**src/rtl/aes128_cipher_core_pkg.sv**
```systemverilog
// Shared AES constants, FSM encoding and GF(2^8) helpers for the cipher datapath
// and future decrypt/inverse-key blocks.
package aes128_cipher_core_pkg;

  localparam int AES_NR = 10;
  localparam int AES_NK = 4;

  // ST_MIX is only reachable when AES_TWO_CYCLE_ROUND_EN splits each round.
  typedef enum logic [1:0] {
    ST_IDLE,
    ST_ROUND,
    ST_MIX
  } fsm_t;

  // Byte (row, col) of a column-major state; byte 0 occupies bits [127:120].
  function automatic int byte_msb(input int row, input int col);
    return 127 - 8 * (4 * col + row);
  endfunction

  function automatic logic [7:0] xtime(input logic [7:0] b);
    return {b[6:0], 1'b0} ^ (b[7] ? 8'h1b : 8'h00);
  endfunction

  // Matrix [2 3 1 1; 1 2 3 1; 1 1 2 3; 3 1 1 2] applied to one column {a0,a1,a2,a3}.
  function automatic logic [31:0] mix_column(input logic [31:0] col);
    logic [7:0] a0, a1, a2, a3;
    {a0, a1, a2, a3} = col;
    return {xtime(a0) ^ xtime(a1) ^ a1 ^ a2 ^ a3,
            a0 ^ xtime(a1) ^ xtime(a2) ^ a2 ^ a3,
            a0 ^ a1 ^ xtime(a2) ^ xtime(a3) ^ a3,
            xtime(a0) ^ a0 ^ a1 ^ a2 ^ xtime(a3)};
  endfunction

endpackage

```
**src/rtl/aes_round_comb.sv**
```systemverilog
// One combinational AES round: SubBytes, ShiftRows, MixColumns (bypassed on the last round), AddRoundKey.
// With AES_TWO_CYCLE_ROUND_EN the SubBytes result leaves via sub_out and re-enters registered on sub_in.
module aes_round_comb
  import aes128_cipher_core_pkg::*;
(
`ifdef AES_TWO_CYCLE_ROUND_EN
  output logic [127:0] sub_out,
  input  logic [127:0] sub_in,
`endif
  input  logic [127:0] state_in,
  input  logic [127:0] round_key,
  input  logic         last_round,
  output logic [127:0] state_out
);

  logic [127:0] sub_bytes;
  logic [127:0] shift_src;
  logic [127:0] shifted;
  logic [127:0] mixed;

  for (genvar k = 0; k < 16; k++) begin : g_sbox
    sbox u_sbox (
      .endereco (state_in[127-8*k -: 8]),
      .dado     (sub_bytes[127-8*k -: 8])
    );
  end

`ifdef AES_TWO_CYCLE_ROUND_EN
  assign sub_out   = sub_bytes;
  assign shift_src = sub_in;
`else
  assign shift_src = sub_bytes;
`endif

  // Row r rotates left by r byte positions across the four columns.
  for (genvar r = 0; r < 4; r++) begin : g_row
    for (genvar c = 0; c < 4; c++) begin : g_col
      assign shifted[byte_msb(r, c) -: 8] = shift_src[byte_msb(r, (c + r) % 4) -: 8];
    end
  end

  for (genvar c = 0; c < 4; c++) begin : g_mix
    assign mixed[127-32*c -: 32] = mix_column(shifted[127-32*c -: 32]);
  end

  assign state_out = (last_round ? shifted : mixed) ^ round_key;

endmodule

```
**src/rtl/sbox.sv**
```systemverilog
// AES forward S-box: endereco is the input byte, dado the substituted byte.
module sbox (
  input  logic [7:0] endereco,
  output logic [7:0] dado
);

  localparam logic [7:0] SBOX_TABLE [256] = '{
    8'h63, 8'h7c, 8'h77, 8'h7b, 8'hf2, 8'h6b, 8'h6f, 8'hc5, 8'h30, 8'h01, 8'h67, 8'h2b, 8'hfe, 8'hd7, 8'hab, 8'h76,
    8'hca, 8'h82, 8'hc9, 8'h7d, 8'hfa, 8'h59, 8'h47, 8'hf0, 8'had, 8'hd4, 8'ha2, 8'haf, 8'h9c, 8'ha4, 8'h72, 8'hc0,
    8'hb7, 8'hfd, 8'h93, 8'h26, 8'h36, 8'h3f, 8'hf7, 8'hcc, 8'h34, 8'ha5, 8'he5, 8'hf1, 8'h71, 8'hd8, 8'h31, 8'h15,
    8'h04, 8'hc7, 8'h23, 8'hc3, 8'h18, 8'h96, 8'h05, 8'h9a, 8'h07, 8'h12, 8'h80, 8'he2, 8'heb, 8'h27, 8'hb2, 8'h75,
    8'h09, 8'h83, 8'h2c, 8'h1a, 8'h1b, 8'h6e, 8'h5a, 8'ha0, 8'h52, 8'h3b, 8'hd6, 8'hb3, 8'h29, 8'he3, 8'h2f, 8'h84,
    8'h53, 8'hd1, 8'h00, 8'hed, 8'h20, 8'hfc, 8'hb1, 8'h5b, 8'h6a, 8'hcb, 8'hbe, 8'h39, 8'h4a, 8'h4c, 8'h58, 8'hcf,
    8'hd0, 8'hef, 8'haa, 8'hfb, 8'h43, 8'h4d, 8'h33, 8'h85, 8'h45, 8'hf9, 8'h02, 8'h7f, 8'h50, 8'h3c, 8'h9f, 8'ha8,
    8'h51, 8'ha3, 8'h40, 8'h8f, 8'h92, 8'h9d, 8'h38, 8'hf5, 8'hbc, 8'hb6, 8'hda, 8'h21, 8'h10, 8'hff, 8'hf3, 8'hd2,
    8'hcd, 8'h0c, 8'h13, 8'hec, 8'h5f, 8'h97, 8'h44, 8'h17, 8'hc4, 8'ha7, 8'h7e, 8'h3d, 8'h64, 8'h5d, 8'h19, 8'h73,
    8'h60, 8'h81, 8'h4f, 8'hdc, 8'h22, 8'h2a, 8'h90, 8'h88, 8'h46, 8'hee, 8'hb8, 8'h14, 8'hde, 8'h5e, 8'h0b, 8'hdb,
    8'he0, 8'h32, 8'h3a, 8'h0a, 8'h49, 8'h06, 8'h24, 8'h5c, 8'hc2, 8'hd3, 8'hac, 8'h62, 8'h91, 8'h95, 8'he4, 8'h79,
    8'he7, 8'hc8, 8'h37, 8'h6d, 8'h8d, 8'hd5, 8'h4e, 8'ha9, 8'h6c, 8'h56, 8'hf4, 8'hea, 8'h65, 8'h7a, 8'hae, 8'h08,
    8'hba, 8'h78, 8'h25, 8'h2e, 8'h1c, 8'ha6, 8'hb4, 8'hc6, 8'he8, 8'hdd, 8'h74, 8'h1f, 8'h4b, 8'hbd, 8'h8b, 8'h8a,
    8'h70, 8'h3e, 8'hb5, 8'h66, 8'h48, 8'h03, 8'hf6, 8'h0e, 8'h61, 8'h35, 8'h57, 8'hb9, 8'h86, 8'hc1, 8'h1d, 8'h9e,
    8'he1, 8'hf8, 8'h98, 8'h11, 8'h69, 8'hd9, 8'h8e, 8'h94, 8'h9b, 8'h1e, 8'h87, 8'he9, 8'hce, 8'h55, 8'h28, 8'hdf,
    8'h8c, 8'ha1, 8'h89, 8'h0d, 8'hbf, 8'he6, 8'h42, 8'h68, 8'h41, 8'h99, 8'h2d, 8'h0f, 8'hb0, 8'h54, 8'hbb, 8'h16
  };

  assign dado = SBOX_TABLE[endereco];

endmodule

```
**src/rtl/aes128_cipher_core.sv**
```systemverilog
// Iterative AES-128 encryption core: FSM, round counter and state registers around aes_round_comb.
// Build macro AES_TWO_CYCLE_ROUND_EN registers SubBytes and spends two cycles per round.
module aes128_cipher_core
  import aes128_cipher_core_pkg::*;
#(
  parameter int NR = AES_NR
) (
  input  logic                            clk,
  input  logic                            rst_n,
  input  logic                            start,
  input  logic [127:0]                    plaintext,
  input  logic [(NR+1)*32*AES_NK-1:0]     round_key_flat,
  input  logic                            key_valid,
  output logic [127:0]                    ciphertext,
  output logic                            busy,
  output logic                            done
);

  fsm_t         fsm;
  logic [3:0]   round;
  logic [127:0] state_q;
  logic [127:0] round_key;
  logic [127:0] round_out;
  logic [10:0]  rk_base;
  logic         last_round;
`ifdef AES_TWO_CYCLE_ROUND_EN
  logic [127:0] sub_q;
  logic [127:0] sub_bytes;
`endif

  assign rk_base    = {round, 7'd0};
  assign round_key  = round_key_flat[rk_base +: 128];
  assign last_round = (round == 4'(NR));

  aes_round_comb u_round (
`ifdef AES_TWO_CYCLE_ROUND_EN
    .sub_out    (sub_bytes),
    .sub_in     (sub_q),
`endif
    .state_in   (state_q),
    .round_key  (round_key),
    .last_round (last_round),
    .state_out  (round_out)
  );

  // NOTE: every register here updates with <= so all of them sample pre-edge values.
  always_ff @(posedge clk or negedge rst_n) begin
    if (!rst_n) begin
      // NOTE: wide datapath registers are reset too, so an aborted block never leaks into ciphertext.
      fsm        <= ST_IDLE;
      round      <= '0;
      state_q    <= '0;
      ciphertext <= '0;
      busy       <= 1'b0;
      done       <= 1'b0;
`ifdef AES_TWO_CYCLE_ROUND_EN
      sub_q      <= '0;
`endif
    end else begin
      done <= 1'b0;
      case (fsm)
        ST_IDLE: begin
          if (start && key_valid) begin
            state_q <= plaintext ^ round_key_flat[127:0];
            round   <= 4'd1;
            busy    <= 1'b1;
            fsm     <= ST_ROUND;
          end
        end
`ifdef AES_TWO_CYCLE_ROUND_EN
        ST_ROUND: begin
          sub_q <= sub_bytes;
          fsm   <= ST_MIX;
        end
        ST_MIX: begin
`else
        ST_ROUND: begin
`endif
          state_q <= round_out;
          round   <= round + 4'd1;
          fsm     <= ST_ROUND;
          if (last_round) begin
            ciphertext <= round_out;
            done       <= 1'b1;
            busy       <= 1'b0;
            round      <= '0;
            fsm        <= ST_IDLE;
          end
        end
        default: fsm <= ST_IDLE;
      endcase
    end
  end

endmodule

```
**config.mk**
```make
export PLATFORM = sky130hd
export DESIGN_NAME = aes128_cipher_core
export DESIGN_NICKNAME = d
export VERILOG_FILES = /design/src/rtl/aes128_cipher_core_pkg.sv /design/src/rtl/aes_round_comb.sv /design/src/rtl/sbox.sv /design/src/rtl/aes128_cipher_core.sv
export SDC_FILE = /design/constraint.sdc
export NUM_CORES = 2
export LEC_CHECK = 0
export ABC_AREA = 0
export CAP_MARGIN = 30
export CORE_AREA = 5 5 643 645
export CTS_CLUSTER_DIAMETER = 80
export CTS_CLUSTER_SIZE = 14
export DETAILED_ROUTE_END_ITERATION = 6
export DIE_AREA = 0 0 648 650
export RECOVER_POWER = 100
export SLEW_MARGIN = 15
export SYNTH_ARGS = -nofsm -noshare
export SYNTH_HDL_FRONTEND = slang
export SYNTH_HIERARCHICAL = 1
export SYNTH_SLANG_ARGS = --single-unit
```
**constraint.sdc**
```tcl
create_clock -name clk -period 3.8 [get_ports clk]
set_input_delay 0.95 -clock clk [delete_from_list [all_inputs] [get_ports clk]]
set_output_delay 0.95 -clock clk [all_outputs]
set_load 0.01 [all_outputs]
```
Word level (Yosys, flattened, before mapping):

Memories as Yosys holds them, arrays and structs flattened.
Index checks and enable logic that the tools add are counted.

* magnitude comparators: 16
* reductions and logical operators: 6
* equal/unequal tests: 4
* $add $sub $neg: 1
* multiplexer cells: 62
* bitwise gates (word level): 98
* shift operators: 1

Operator list (count)
* indexed part select 1408 x 12 -> 128 bit: 1
* XOR 8 bit: 79
* two-way mux 128 bit: 2
* two-way mux 8 bit: 32
* one-hot mux 128 bit (2 select lines): 1
* XOR 128 bit: 2
* greater-or-equal comparator 9 bit (second input constant): 16
* NOT 8 -> 9 bit: 16
* two-way mux 5 bit: 16
* two-way mux 4 bit: 2
* one-hot mux 4 bit (2 select lines): 1
* XOR 8 x 5 -> 8 bit: 1
* two-way mux 1 bit: 5
* adder 4 x 1 -> 4 bit (second input constant): 1
* equality test 4 bit (second input constant): 1
* one-hot mux 2 bit (2 select lines): 1
* AND reduction 2 bit: 2
* AND reduction 3 bit: 1
* equality test 2 x 1 -> 1 bit (second input constant): 1
* logical NOT 2 bit: 1
* two-way mux 2 bit: 1
* inequality test 2 x 1 -> 1 bit (second input constant): 1
* inequality test 2 bit (second input constant): 1
* one-hot mux 1 bit (2 select lines): 1
* other kinds (2): 2

* bits in read-only memories: 32768
* bits of input ports: 1540
* flip-flop bits (word level): 264
* memories: 16
* output and inout port bits: 130

Memory list
* (no name shown): words 256, width 8, rd ports 1, clocked after memory_dff 0, wr ports 0, line sbox.sv:26 `assign dado = SBOX_TABLE[endereco];`
* (no name shown): words 256, width 8, rd ports 1, clocked after memory_dff 0, wr ports 0, line sbox.sv:26
* (no name shown): words 256, width 8, rd ports 1, clocked after memory_dff 0, wr ports 0, line sbox.sv:26
* (no name shown): words 256, width 8, rd ports 1, clocked after memory_dff 0, wr ports 0, line sbox.sv:26
* (no name shown): words 256, width 8, rd ports 1, clocked after memory_dff 0, wr ports 0, line sbox.sv:26
* (no name shown): words 256, width 8, rd ports 1, clocked after memory_dff 0, wr ports 0, line sbox.sv:26
* +10 memories

Longest topological paths before layout:

* depth in word-level cells: 13
* mapped depth: 18

Modules after synthesis:

Netlist, hierarchy kept.

By module, submodules not included
* sbox: area an instance 3179.3 µm², instances 16, cells each 507
* aes128_cipher_core: area an instance 23426.2 µm², instances 1, cells each 2190
* aes_round_comb: area an instance 7420.9 µm², instances 1, cells each 729

Worst setup path after synthesis:

No wires, ideal clock.

* path kind: reg-to-reg
* from: register state_q[113]
* to: register ciphertext[20]
* cell stages (with the launch flop): 18
* arrival time: 4.046 ns
* setup time: 0.125 ns
* data required time: 3.675 ns
* setup slack: -0.371 ns
* clock period less this slack: 4.171 ns
* buffers on the path: 4
* path through: dfrtp_1 buf_2 clkbuf_1 inv_1 ha_1 nand2b_1 buf_2 a21oi_1 a311o_1 a221oi_1 a211oi_1 a21oi_1 clkbuf_1 xor3_1 xor3_1 mux2i_1 xnor2_1 mux2_2

* elaborated cells on any way between the ends: 12
* those cells by class: mux: 4; bitwise: 7; memory: 1

RTL lines
* from (decl): line aes128_cipher_core.sv:21 `logic [127:0] state_q;`
* from (signal assigned): line aes128_cipher_core.sv:64 `state_q <= plaintext ^ round_key_flat[127:0];`
* from (signal assigned): line aes128_cipher_core.sv:79 `state_q <= round_out;`
* NOT 8 -> 9 bit (implied by the code): line sbox.sv:26
* memory read (256 x 8 bit)
* two-way mux 8 bit (implied by the code) (2 in a row): line sbox.sv:26
* net u_round.shift_src[115]: line aes_round_comb.sv:17 `logic [127:0] shift_src;`
* XOR 8 bit: line aes128_cipher_core_pkg.sv:21 `return {b[6:0], 1'b0} ^ (b[7] ? 8'h1b : 8'h00);`
* XOR 8 bit (4 in a row): line aes128_cipher_core_pkg.sv:29 `a0 ^ xtime(a1) ^ xtime(a2) ^ a2 ^ a3,`
* two-way mux 128 bit: line aes_round_comb.sv:46 `assign state_out = (last_round ? shifted : mixed) ^ round_key;`
* XOR 128 bit: line aes_round_comb.sv:46
* net round_out[20]: line aes128_cipher_core.sv:23 `logic [127:0] round_out;`
* to (signal assigned): line aes128_cipher_core.sv:83 `ciphertext <= round_out;`
* to (decl): line aes128_cipher_core.sv:14 `output logic [127:0] ciphertext,`

The timed path passes the listed nets, and every way through them passes these cells. The select of a mux whose other input is x is not followed.
A chain may end at the register's enable or synchronous reset.

Worst setup path after layout:

* from: register state_q[41]
* to: register state_q[113]

* elaborated cells on any way between the ends: 12
* those cells by class: mux: 5; bitwise: 6; memory: 1

RTL lines
* NOT 8 -> 9 bit (implied by the code): line sbox.sv:26
* memory read (256 x 8 bit)
* two-way mux 8 bit (implied by the code) (2 in a row): line sbox.sv:26
* net u_round.shift_src[40]: line aes_round_comb.sv:17
* XOR 8 bit: line aes128_cipher_core_pkg.sv:21
* XOR 8 bit (3 in a row): line aes128_cipher_core_pkg.sv:29
* two-way mux 128 bit: line aes_round_comb.sv:46
* XOR 128 bit: line aes_round_comb.sv:46
* net round_out[113]: line aes128_cipher_core.sv:23
* one-hot mux 128 bit (2 select lines): line aes128_cipher_core.sv:61 `case (fsm)`

The timed path passes the listed nets, and every way through them passes these cells. The select of a mux whose other input is x is not followed.

==> impl_metrics.toml <==
[global_routing]
overflow = 0
grt_pass1_wl_um = 1190000
grt_max_degree = 106
grt_pass1_vias = 121000
track_usage = 0.414
antenna_found_initial = 320

[die]
die-height_um = 650
coreArea_um2 = 408000
dieArea_um2 = 421000
die_width_um = 648
rows = 235
start_util = 0.201
io_pins = 1670

[sta]
fmax_mhz = 235
slew_headroom = -1.17
hold_slack_ns = 0.493
worstMarginPinSlew_ns = 3.25
finClkSkew_ns = 0.0959
hold_viol_final = 0
setup_viol = 299
finalCritPeriodShare = 1.12
min_period_ns = 4.25
rsz0062_at_grt = "true"
fin_ws_ns = -0.453
final_max_slew_viol_count = 85

[run]
maxCapViolations = 1

[worst_setup_path]
reg2reg_to = "state_q[113]"
critPathKind = "reg2reg"
ff2ff_path_depth = 20
cp-end-kind = "flip-flop"
worst_setup_path_start_kind = "flip-flop"
worstReg2RegStart = "state_q[41]"
required_ns = 4.46
worstPathArrival_ns = 4.92
crit_path_start = "state_q[41]"
r2r_slack_ns = -0.45
cp_max_fo = 8

[synth]
synth_seq_cells = 263
async_flop_share = 1.00
synthCells = 11000
synth-main-ff-cell = "dfrtp_1"
synth_edf_count = 0
ys_seq_area_frac = 0.0805
synth_area_um2 = 81700
synth_cell_types = 84
syn_avg_cell_area_um2 = 7.41
synth_warnings = 6
syn-num-nets = 12800

[routing]
drt_first_pass_iters = 7
routed_wl_um = 930000
drc = 0
viasPerCell = 5.81
wl_per_cell_um = 41.9
route.vias.total = 129000
antenna_left = 0
drt_iter0_markers = 15900

[final_layout]
drive_above_1_share = 0.457
mostFrequentLayoutCells = "buf_4, clkdlybuf4s50_1, nand2_1"
fin_cells = 22200
fillCellCount = 42500
area_growth_pct = 93.2
post-route-util = 0.387
final_net_count = 18100
ff_latch_area_um2 = 6740
stdcell_area_um2 = 158000
layout_commonest_cell = "buf_4"
multi_input_area_um2 = 81000

[clock_network]
cts.path.max_buffers = 3
cts_root_buf = "clkbuf_16"
worstSkewPairLatency_ns = 0.79
cts_tree = "built"
h-tree-depth = 2
clk_pin_slew_ns = 0.08
postCtsHoldBufs = 0
clock-sinks = 263
cts_made_buffers = 44

[run_status]
violations = "max-capacitance violations, max-slew violations, negative setup slack"
status = "finished, violations left"

[hold_path]
hold_class = "reg2reg"
min_to = "busy"
min_from = "busy"
hold_depth = 1

[placement]
io_buffers = 1669
post_dp_cell_area_um2 = 136000
place_congestion = 1.07
dp_hpwl_um = 786000
place_inst = 21300
==> registers in the layout, indices dropped and copies added (netlist names) <==
| signal | flops |
|---|---|
| done | 1 |
| round | 4 |
| ciphertext | 128 |
| state_q | 128 |
| busy | 1 |
| fsm | 1 |
==> critical path, stage by stage, from the launching register on <==
cell and delay [ns]:
dfrtp_4 0.62, buf_12 0.19, buf_12 0.14, ha_4 0.17
buf_6 0.12, nor2b_4 0.13, buf_6 0.12, o211ai_1 0.32
nand4_1 0.15, a21oi_2 0.22, a22o_1 0.26, buf_12 0.16
buf_6 0.10, xnor3_1 0.42, xnor3_1 0.19, mux2i_1 0.20
buf_4 0.16, xnor2_2 0.06, nand2_1 0.11, o21ai_1 0.09
buf_4 0.17
==> how the worst max path moves through the flow <==
stage | to | slack, ns | cells after the start
detailed placement | state_q[78] | -1.30 | 19
CTS | state_q[36] | -0.35 | 19
floorplan | ciphertext[114] | 0.0002 | 16
global placement | state_q[78] | -1.35 | 19
global route | state_q[113] | -0.44 | 21
finish | state_q[113] | -0.45 | 20
==> synthesized netlist by cell type, drive strengths merged, types with 135 or more instances <==
cell type | instances | share of area
a211oi | 256 | 0.024
a21oi | 706 | 0.043
a221o | 144 | 0.018
a311oi | 160 | 0.017
a31oi | 193 | 0.015
buf | 782 | 0.059
clkbuf | 485 | 0.023
dfrtp | 263 | 0.081
ha | 242 | 0.037
inv | 195 | 0.0090
mux2 | 288 | 0.040
mux2i | 475 | 0.059
mux4 | 160 | 0.044
nand2 | 841 | 0.040
nand2b | 275 | 0.022
nand3 | 420 | 0.026
nor2 | 754 | 0.036
nor2b | 211 | 0.018
nor3 | 336 | 0.022
o211ai | 256 | 0.024
o21ai | 1082 | 0.066
o22ai | 194 | 0.015
o311ai | 224 | 0.024
xnor3 | 135 | 0.037
xor2 | 334 | 0.036
==> cell type report <==
type,count,share of cell area
antenna,423,0.00670
clock buffer,53,0.00770
clock inverter,29,0.00245
inverter,195,0.00505
multi-input combinational,9306,0.513
sequential,263,0.0427
tap,5451,0.0432
timing repair buffer,6491,0.380
==> stage by stage <==
| stage | setup slack [ns] | TNS [ns] |
|---|---|---|
| after global placement | -1.35 | -165.26 |
| final | -0.453 | -50.06 |
| after detailed placement | -1.30 | -155.93 |
| after global routing | -0.444 | -86.33 |
| after floorplan | 0.000160 | 0 |
| after CTS | -0.346 | -46.86 |
==> repair_timing <==
item	CTS	global route
setup endpoints to repair	256	256
gates cloned	4	9
pin swaps	297	550
endpoints found under the hold margin	0	0
buffers inserted	191	315
gates resized for setup	1470	1888
==> routing by layer <==
layer	GRT usage	vias up	wire length, um
met1	0.519	64900	366000
met5	0	-	905
met3	0.123	2044	95900
li1	-	53600	-
met4	0.305	138	84400
met2	0.595	8373	383000
==> cell families (layout without fill, tap and decap cells) <==
group / Yosys count / count (layout) / share of synthesized area
xor+xnor: 566 / 566 / 0.0894
mux: 923 / 923 / 0.143
simple gates: 3351 / 3351 / 0.206
flops: 263 / 263 / 0.0805
buf+inv: 1462 / 6768 / 0.0910
fa+ha+maj: 242 / 242 / 0.0371
compound gates: 4224 / 4224 / 0.354
other cells: 0 / 423 / 0
Power is not shown: default switching activity piles up to over one toggle a cycle in this logic, so the estimate is an artifact.
